**config.mk**
```make
export PLATFORM = sky130hd
export DESIGN_NAME = dma_out_engine_flat
export DESIGN_NICKNAME = d
export VERILOG_FILES = /design/src/rtl/dma_out_engine_if.sv /design/src/rtl/dma_out_engine.sv /design/src/flat_wrapper.sv
export SDC_FILE = /design/constraint.sdc
export NUM_CORES = 1
export LEC_CHECK = 0
export BUFFER_PORTS_ARGS = -buffer_cell sky130_fd_sc_hd__buf_4
export CORE_ASPECT_RATIO = 0.7
export CORE_MARGIN = 2
export CORE_UTILIZATION = 50
export DETAILED_ROUTE_END_ITERATION = 10
export PLACE_DENSITY = 0.81
export REMOVE_ABC_BUFFERS = 1
export SLEW_MARGIN = 20
export SYNTH_ARGS = -nofsm -noshare
export SYNTH_HDL_FRONTEND = slang
export SYNTH_SLANG_ARGS = --single-unit
```
**constraint.sdc**
```tcl
create_clock -name clk -period 3.7 [get_ports clk]
set_input_delay 0.555 -clock clk [delete_from_list [all_inputs] [get_ports clk]]
set_output_delay 0.555 -clock clk [all_outputs]
set_load 0.01 [all_outputs]
```
**src/rtl/dma_out_engine_if.sv**
```systemverilog
`default_nettype none
// ============================================================================
//  Module   : dma_out_engine_if
//  Purpose  : Host-side DMA request/acknowledge bus. The engine drives the
//             request, address and data; the host returns the acknowledge.
//  Revision : 1.0 - initial release
// ============================================================================
interface dma_out_engine_if;
    logic        bus_req;
    logic [31:0] bus_addr;
    logic [31:0] bus_data;
    logic        bus_ack;

    // Engine side: issues requests and holds them until acknowledged
    modport master (
        output bus_req,
        output bus_addr,
        output bus_data,
        input  bus_ack
    );

    // Host side: observes requests and acknowledges them
    modport slave (
        input  bus_req,
        input  bus_addr,
        input  bus_data,
        output bus_ack
    );
endinterface
`default_nettype wire

```
**src/rtl/dma_out_engine.sv**
```systemverilog
`default_nettype none
// ============================================================================
//  Module   : dma_out_engine
//  Purpose  : Buffers CPU write words in a small FIFO and replays them in
//             order on the host DMA bus with a req/ack handshake. Back-pressures
//             the CPU when full and flags drain-complete after CPU halt.
//  Options  : define DMA_TIMEOUT_EN to abandon a request after TIMEOUT cycles
//             without acknowledge (sets sticky timeout_err).
//  Revision : 1.0 - initial release
// ============================================================================
module dma_out_engine #(
    parameter int DEPTH   = 4,
    parameter int CNT_W   = 16,
    parameter int TIMEOUT = 255
) (
    input  logic              clk,
    input  logic              rst_n,
    input  logic              cpu_en,
    input  logic [31:0]       cpu_addr,
    input  logic [31:0]       cpu_data,
    input  logic              cpu_halt,
    output logic              cpu_full,
    dma_out_engine_if.master  bus,
    output logic              drained,
    output logic              overflow,
    output logic [CNT_W-1:0]  xfer_cnt,
    output logic              timeout_err
);

    localparam int c_PTR_W = (DEPTH > 1) ? $clog2(DEPTH) : 1;
    localparam int c_OCC_W = $clog2(DEPTH + 1);

    typedef enum logic [0:0] {
        ST_IDLE = 1'b0,
        ST_REQ  = 1'b1
    } state_t;

    state_t             r_state;
    logic [31:0]        r_mem_addr [DEPTH];
    logic [31:0]        r_mem_data [DEPTH];
    logic [c_PTR_W-1:0] r_wr_ptr;
    logic [c_PTR_W-1:0] r_rd_ptr;
    logic [c_OCC_W-1:0] r_count;

    logic               r_bus_req;
    logic [31:0]        r_bus_addr;
    logic [31:0]        r_bus_data;
    logic [CNT_W-1:0]   r_xfer_cnt;
    logic               r_overflow;
    logic               r_halt_seen;
    logic               r_drained;

    logic               w_empty;
    logic               w_push;
    logic               w_pop;
    logic               w_adv;
    logic               w_timeout;

    assign w_empty  = (r_count == '0);
    assign cpu_full = (r_count == c_OCC_W'(DEPTH));
    // A full FIFO refuses the word even if a pop frees a slot this cycle
    assign w_push   = cpu_en && !cpu_full;
    // The current request retires on acknowledge or on abandonment
    assign w_adv    = (r_state == ST_REQ) && (bus.bus_ack || w_timeout);
    assign w_pop    = !w_empty && ((r_state == ST_IDLE) || w_adv);

    assign bus.bus_req  = r_bus_req;
    assign bus.bus_addr = r_bus_addr;
    assign bus.bus_data = r_bus_data;
    assign xfer_cnt     = r_xfer_cnt;
    assign overflow     = r_overflow;
    assign drained      = r_drained;

`ifdef DMA_TIMEOUT_EN
    localparam int c_TO_W = $clog2(TIMEOUT + 1);

    logic [c_TO_W-1:0] r_wait_cnt;
    logic              r_timeout_err;

    // The last waiting cycle without acknowledge abandons the word
    assign w_timeout   = (r_state == ST_REQ) && !bus.bus_ack &&
                         (r_wait_cnt == c_TO_W'(TIMEOUT - 1));
    assign timeout_err = r_timeout_err;

    // Count cycles spent waiting on the presented word; restart on every load
    always_ff @(posedge clk) begin
        if (!rst_n) begin
            r_wait_cnt    <= '0;
            r_timeout_err <= 1'b0;
        end else begin
            if (w_timeout) begin
                r_timeout_err <= 1'b1;
            end
            if ((r_state == ST_IDLE) || w_adv) begin
                r_wait_cnt <= '0;
            end else begin
                r_wait_cnt <= r_wait_cnt + c_TO_W'(1);
            end
        end
    end
`else
    // Requests wait forever in this build, so the error can never assert
    assign w_timeout   = 1'b0;
    assign timeout_err = (TIMEOUT < 0);
`endif

    // FIFO storage: written on accepted pushes only, no reset needed
    always_ff @(posedge clk) begin
        if (w_push) begin
            r_mem_addr[r_wr_ptr] <= cpu_addr;
            r_mem_data[r_wr_ptr] <= cpu_data;
        end
    end

    // FIFO pointers and occupancy; pointers wrap naturally at DEPTH
    always_ff @(posedge clk) begin
        if (!rst_n) begin
            r_wr_ptr <= '0;
            r_rd_ptr <= '0;
            r_count  <= '0;
        end else begin
            if (w_push) begin
                r_wr_ptr <= r_wr_ptr + c_PTR_W'(1);
            end
            if (w_pop) begin
                r_rd_ptr <= r_rd_ptr + c_PTR_W'(1);
            end
            case ({w_push, w_pop})
                2'b10:   r_count <= r_count + c_OCC_W'(1);
                2'b01:   r_count <= r_count - c_OCC_W'(1);
                default: r_count <= r_count;
            endcase
        end
    end

    // Status flags: sticky overflow and halt, registered drain-complete
    always_ff @(posedge clk) begin
        if (!rst_n) begin
            r_overflow  <= 1'b0;
            r_halt_seen <= 1'b0;
            r_drained   <= 1'b0;
        end else begin
            if (cpu_en && cpu_full) begin
                r_overflow <= 1'b1;
            end
            if (cpu_halt) begin
                r_halt_seen <= 1'b1;
            end
            r_drained <= r_halt_seen && w_empty && (r_state == ST_IDLE);
        end
    end

    // Bus FSM: load the FIFO head, hold it until retired, chain back-to-back
    always_ff @(posedge clk) begin
        if (!rst_n) begin
            r_state    <= ST_IDLE;
            r_bus_req  <= 1'b0;
            r_bus_addr <= '0;
            r_bus_data <= '0;
            r_xfer_cnt <= '0;
        end else begin
            case (r_state)
                ST_IDLE: begin
                    if (!w_empty) begin
                        r_bus_addr <= r_mem_addr[r_rd_ptr];
                        r_bus_data <= r_mem_data[r_rd_ptr];
                        r_bus_req  <= 1'b1;
                        r_state    <= ST_REQ;
                    end
                end
                ST_REQ: begin
                    if (bus.bus_ack) begin
                        r_xfer_cnt <= r_xfer_cnt + CNT_W'(1);
                    end
                    if (w_adv) begin
                        if (!w_empty) begin
                            r_bus_addr <= r_mem_addr[r_rd_ptr];
                            r_bus_data <= r_mem_data[r_rd_ptr];
                        end else begin
                            r_bus_req <= 1'b0;
                            r_state   <= ST_IDLE;
                        end
                    end
                end
                default: begin
                    r_bus_req <= 1'b0;
                    r_state   <= ST_IDLE;
                end
            endcase
        end
    end

endmodule
`default_nettype wire

```
**src/flat_wrapper.sv**
```systemverilog
// flat-port wrapper written by rule: the top's interface ports become plain ports
module dma_out_engine_flat 
#(
    parameter int DEPTH   = 4,
    parameter int CNT_W   = 16,
    parameter int TIMEOUT = 255
)
  (clk, rst_n, cpu_en, cpu_addr, cpu_data, cpu_halt, cpu_full, drained, overflow, xfer_cnt, timeout_err, bus_bus_req, bus_bus_addr, bus_bus_data, bus_bus_ack);
  dma_out_engine_if bus_i ();
  input  logic clk;
  input  logic rst_n;
  input  logic cpu_en;
  input  logic [31:0] cpu_addr;
  input  logic [31:0] cpu_data;
  input  logic cpu_halt;
  output logic cpu_full;
  output logic drained;
  output logic overflow;
  output logic [CNT_W-1:0] xfer_cnt;
  output logic timeout_err;
  output wire logic [$bits(bus_i.bus_req)-1:0] bus_bus_req;
  output wire logic [$bits(bus_i.bus_addr)-1:0] bus_bus_addr;
  output wire logic [$bits(bus_i.bus_data)-1:0] bus_bus_data;
  input wire logic [$bits(bus_i.bus_ack)-1:0] bus_bus_ack;
  assign bus_bus_req = bus_i.bus_req;
  assign bus_bus_addr = bus_i.bus_addr;
  assign bus_bus_data = bus_i.bus_data;
  assign bus_i.bus_ack = bus_bus_ack;
  dma_out_engine #(.DEPTH(DEPTH), .CNT_W(CNT_W), .TIMEOUT(TIMEOUT)) u_core (.clk(clk), .rst_n(rst_n), .cpu_en(cpu_en), .cpu_addr(cpu_addr), .cpu_data(cpu_data), .cpu_halt(cpu_halt), .cpu_full(cpu_full), .bus(bus_i), .drained(drained), .overflow(overflow), .xfer_cnt(xfer_cnt), .timeout_err(timeout_err));
endmodule
```
# Yosys cells after proc, flatten, opt, wreduce, memory -nomap -nowiden
# Memory sizes are Yosys's and may differ from the RTL's. A register that Yosys moved wholly into a read port is not among the register bits.
# Cells that the tools add are included.
[classes] reduce_logical=13 n_eq_ne=6 addsub=5 n_mux=20 bitwise_logic=1
[ops] operator="two-way mux 32 bit" count=4
[ops] operator="case mux 32 bit (2 select lines)" count=2
[ops] operator="adder 16 x 1 -> 16 bit, second input constant" count=1
[ops] operator="two-way mux 2 bit" count=4
[ops] operator="two-way mux 1 bit" count=7
[ops] operator="logical AND 1 bit" count=6
[ops] operator="inequality test 2 bit, second input constant" count=3
[ops] operator="case mux 3 bit (2 select lines)" count=1
[ops] operator="adder 2 x 1 -> 2 bit, second input constant" count=2
[ops] operator="case mux 1 bit (2 select lines)" count=2
[ops] operator="adder 3 x 1 -> 3 bit, second input constant" count=1
[ops] operator="== test 3 bit, second input constant" count=1
[ops] operator="logical NOT 3 bit" count=1
[ops] operator="AND reduction 3 bit" count=1
[ops] operator="subtractor 3 x 1 -> 3 bit, second input constant" count=1
[ops] operator="== test 2 x 1 -> 1 bit, second input constant" count=1
[ops] operator="== test 2 bit, second input constant" count=1
[ops] operator="logical NOT 1 bit" count=2
[ops] operator="AND reduction 2 bit" count=1
[ops] operator="nonzero test 2 bit" count=1
[ops] operator="logical OR 1 bit" count=1
[ops] operator="inverter 1 bit" count=1
[word_totals] ff_bits=92 input_bits=69 ramBits=256 memories=2
[mem_list] memory="u_core.r_mem_addr" depth=4 width=32 read_ports=1 rd_clocked_by_memory_dff=1 wr=1 line="dma_out_engine.sv:39" text="logic [31:0] r_mem_addr [DEPTH];"
[mem_list] memory="u_core.r_mem_data" depth=4 width=32 read_ports=1 rd_clocked_by_memory_dff=1 wr=1 line="dma_out_engine.sv:40" text="logic [31:0] r_mem_data [DEPTH];"

# Longest topological paths before layout
[logic_depth] ltp_word=5 ltp_mapped=11 depth_no_buf=9

# Worst setup path before layout
# OpenSTA, ideal clock, no wires.
[synth_timing] kind="input to register" start="input port cpu_en" end="memory u_core.r_mem_addr[1][0] (enable)" setup_ps=429 arrival_time_ps=2437 t_required_ps=3271 slack_ps=834 path_stages=3 path_cell_list="nor2b_1 clkbuf_1 and2_1"
[synth_via] elab_chain_len=3
[synth_lines] element="from (decl)" line="flat_wrapper.sv:12" text="input logic cpu_en;"
[synth_lines] element="logical AND 1 bit" line="dma_out_engine.sv:62" text="assign w_push = cpu_en && !cpu_full;"
[synth_lines] element="two-way mux 1 bit" line="dma_out_engine.sv:109" text="if (w_push) begin"
[synth_lines] element="two-way mux 1 bit (not written as such)" line="dma_out_engine.sv:110" text="r_mem_addr[r_wr_ptr] <= cpu_addr;"
[synth_lines] element="to (decl)" line="dma_out_engine.sv:39"
# No other way between the ends.

# Worst setup path after layout
[layout_timing] start="register u_core.r_count[2]" end="register u_core.r_count[2]"
[layout_via] elab_chain_len=5
[layout_lines] element="from (decl)" line="dma_out_engine.sv:43" text="logic [c_OCC_W-1:0] r_count;"
[layout_lines] element="from (signal assigned)" line="dma_out_engine.sv:129" text="2'b10: r_count <= r_count + c_OCC_W'(1);"
[layout_lines] element="from (signal assigned)" line="dma_out_engine.sv:130" text="2'b01: r_count <= r_count - c_OCC_W'(1);"
[layout_lines] element="from (signal assigned)" line="dma_out_engine.sv:131" text="default: r_count <= r_count;"
[layout_lines] element="== test 3 bit / logical NOT 3 bit (equally long branches)" line="dma_out_engine.sv:60, dma_out_engine.sv:59"
[layout_lines] element="logical NOT 1 bit (on tied branches)" line="dma_out_engine.sv:62, dma_out_engine.sv:65"
[layout_lines] element="logical AND 1 bit (on tied branches)" line="dma_out_engine.sv:62, dma_out_engine.sv:65"
[layout_lines] element="== test 2 x 1 -> 1 bit / == test 2 bit (equally long branches)" line="dma_out_engine.sv:128" text="case ({w_push, w_pop})"
[layout_lines] element="case mux 3 bit (2 select lines) / nonzero test 2 bit (equally long branches)"
# Parallel ways exist; a longest one is shown, timed or not.
# A chain may end at the register's enable or synchronous reset.

==> impl_metrics.csv <==
group,metric,value,unit
sta,slew_headroom,35.1,%
setup_path,cp_max_fo,7,
sta,tightest_slew,0.973,ns
power_and_ir_drop,vdd_ir_drop_max,0.419,mV
grt,use_met2,29.4,%
clocking,cts_tree,"built",
setup_path,reg2regPathDepth,9,
sta,finalSetupViolCount,0,
power_and_ir_drop,swShare,28.5,%
drt,vias,6798,
setup_path,crit_type,"reg -> reg",
setup_path,crit_chain,"nor3b_1, nor2b_1, inv_1, ha_1, inv_1, fa_1, xor2_1, or3_1, a21oi_1",
floorplanning,start_util,50.6,%
cells_and_area,nets,989,
setup_path,cp.depth,9,
floorplanning,io_pins,154,
drt,drt_iter0_markers,440,
grt,grt_most_used_layer,"met2",
worst_hold_path,hold_depth,1,
sta,finalCriticalPeriod,2.41,ns
clocking,numCtsBuffers,34,
place,gp_congestion,0.731,
yosys,synth_top_cell_by_area,"edfxtp_1",
cells_and_area,final_common_cell,"edfxtp_1",
power_and_ir_drop,p_clk_share,30.4,%
drt,wl_per_cell,19.5,um
yosys,ys_types,40,
power_and_ir_drop,p_total,11.6,mW
sta,fin_setup_tns,0,ns
grt,grt_overflow,0,
cells_and_area,multiInputGateArea,3000,um^2
sta,rsz0062_at_grt,"false",
yosys,async_flop_share,0,%
clocking,clk_latency,0.50,ns
clocking,cts_root_buf,"clkbuf_16",
clocking,path_clk_slew,0.07,ns
setup_path,slowest_delay,0.39,ns
setup_path,r2r_setup_slack,1.29,ns
grt,grt_first_pass_wirelength,38800,um
power_and_ir_drop,leakage,5.36,nW
setup_path,start_kind,"flip-flop",
drt,ant_nets,0,
yosys,yosys_most_used_dff,"edfxtp_1",
cells_and_area,layout_common_cells,"edfxtp_1 (256), buf_4 (156), nand2_1 (136), dfxtp_1 (92), mux4_2 (64)",
grt,first_global_vias,6956,
place,post_dp_cell_area,14200,um^2
yosys,syn_area,12900,um^2
clocking,post_cts_resized,0,
clocking,ctsHoldBuffers,0,
yosys,synth_area_leaders,"edfxtp_1 (60%), dfxtp_1 (15%), mux4_2 (11%), nand2_1 (4.0%), a21oi_1 (2.3%)",
flow_run,drv_cap,0,
cells_and_area,antennaDiodeCount,0,
sta,hold_viol,0,
cells_and_area,num-fill-cells,1848,
outcome,status,"finished clean",
drt,drc,0,
clocking,cts_max_level,2,
cells_and_area,area_growth,19.2,%
yosys,synthCells,760,
setup_path,cp.arrival,2.84,ns
setup_path,slowest_stage,"dfxtp_1",
yosys,ys_ff_latch,350,
floorplanning,core-area,25500,um^2
grt,use_met1,26.6,%
floorplanning,die_w,196,um
place,hpwlAfterDp,14800,um
floorplanning,rows,49,
setup_path,crit_top_cell,"inv_1",
power_and_ir_drop,p_int,8.27,mW
setup_path,crit_path_end_kind,"flip-flop",
drt,firstDrtPassIters,6,
yosys,seq_area_frac_synth,74.2,%
floorplanning,die_y,138,um
power_and_ir_drop,powerDensity,753,nW/um^2
setup_path,cp.required,4.13,ns
grt,grt_max_degree,66,
grt,antenna_found_initial,1,
sta,fmax,0.415,GHz
cells_and_area,ff_latch_area,9580,um^2
yosys,synth_top_cell_area_share,59.6,%
clocking,post_cts_buffers,0,
power_and_ir_drop,p_switching,3.30,mW
power_and_ir_drop,p_comb_share,23.6,%
sta,finalClockSkew,0.0187,ns
setup_path,crit_buf_inv,2,
yosys,ys_warn_count,0,
sta,post-route-period-util,65.2,%
yosys,synth_edf_count,256,
setup_path,cp_top_family,"simple AND/OR/NAND/NOR gates",
drt,routed_wl,24700,um
power_and_ir_drop,seqPwrFrac,46.0,%
cells_and_area,drive_above_1_share,32.1,%
grt,track_usage,18.5,%
place,port_buffers,152,
sta,slew_violations,0,
clocking,clock_path_buffers,3,
yosys,syn_avg_cell_area,17.0,um^2
grt,use_met3,3.68,%
clocking,cts.sinks,350,
floorplanning,dieArea,27100,um^2
worst_hold_path,hp-class,"in -> reg",
drt,drt-vias-per-instance,5.35,
cells_and_area,final_area,15400,um^2
==> cell families (layout without fill, tap and decap cells) <==
logic type | count (synthesis) | after routing | share of synthesized area [%]
flip-flops | 350 | 350 | 74.2
AND/OR/NAND/NOR | 196 | 196 | 6.65
AO/OA/AOI/OAI | 76 | 76 | 3.40
multiplexers | 65 | 65 | 11.3
buffers and inverters | 48 | 227 | 2.57
XOR/XNOR | 17 | 17 | 1.15
adder cells (fa/ha/maj) | 7 | 7 | 0.737
other | 1 | 1 | 0.0291
==> worst paths after layout <==
| check | start | endpoint |
|---|---|---|
| hold reg to reg | u_core.r_halt_seen | u_core.drained |
| setup reg to reg | u_core.r_count[2] | u_core.r_count[2] |
| setup / recovery | u_core.r_count[2] | u_core.r_count[2] |
| hold / removal | cpu_addr[5] | u_core.r_mem_addr[2][5] |
==> through the flow <==
stage	utilization (%)	hold slack (ns)	setup slack (ns)	cells
finish	60.2	0.248	1.29	1270
global placement	55.7	0.427	1.31	1208
global route	60.2	0.238	1.10	1270
detailed placement	55.7	0.435	1.23	1208
floorplan	-	0.415	0.0121	720
CTS	60.2	0.232	1.27	1270
==> layout make-up <==
class / instances / area share (%)
Clock buffer: 47 / 6.47
Clock inverter: 15 / 1.00
Inverter: 8 / 0.204
Multi-Input combinational cell: 362 / 19.6
Sequential cell: 350 / 62.3
Tap cell: 331 / 2.70
Timing Repair Buffer: 157 / 7.75
==> synthesized netlist by cell type, drive strengths merged (2+ instances only) <==
cell	count
clkbuf	12
edfxtp	256
and2	4
dfxtp	94
nand2	137
ha	6
o21ai	3
xnor2	4
nor3	3
nor4	2
nor2	25
mux4	64
nand4	8
nand3	6
inv	8
xor2	13
a21oi	71
and4	4
or3	4
buf	28
==> per-layer routing <==
metal / part of all wire [%] / vias up
li1: - / 3158
met1: 45 / 3389
met2: 47 / 215
met3: 6.4 / 34
met4: 1.8 / 2
met5: 0.053 / -
==> worst register-to-register path: stages, from the launching register on <==
cell and delay [ns]:
dfxtp_1 0.39, nor3b_1 0.39, nor2b_1 0.23, inv_1 0.10, ha_1 0.18, inv_1 0.07, fa_1 0.37, xor2_1 0.16
or3_1 0.31, a21oi_1 0.15
==> state kept, by name, summed over array words and instances, names as in the netlist, named ones only <==
register	count
u_core.r_mem_addr	128
u_core.bus.bus_data	32
u_core.r_wr_ptr	2
u_core.r_rd_ptr	2
u_core.xfer_cnt	16
u_core.bus.bus_req	1
u_core.r_mem_data	128
u_core.bus.bus_addr	32
u_core.r_halt_seen	1
u_core.drained	1
u_core.r_count	3
u_core.r_state	1
u_core.overflow	1
==> power by group through the flow <==
stage	combinational [mW]	clock, mW	sequential (mW)
floorplan	1.52	0	5.51
global placement	2.71	0	5.38
detailed placement	2.77	0	5.42
CTS	2.79	3.58	5.34
global route	2.98	3.73	5.42
finish	2.73	3.51	5.32
Power figures use the tool's default switching activity.
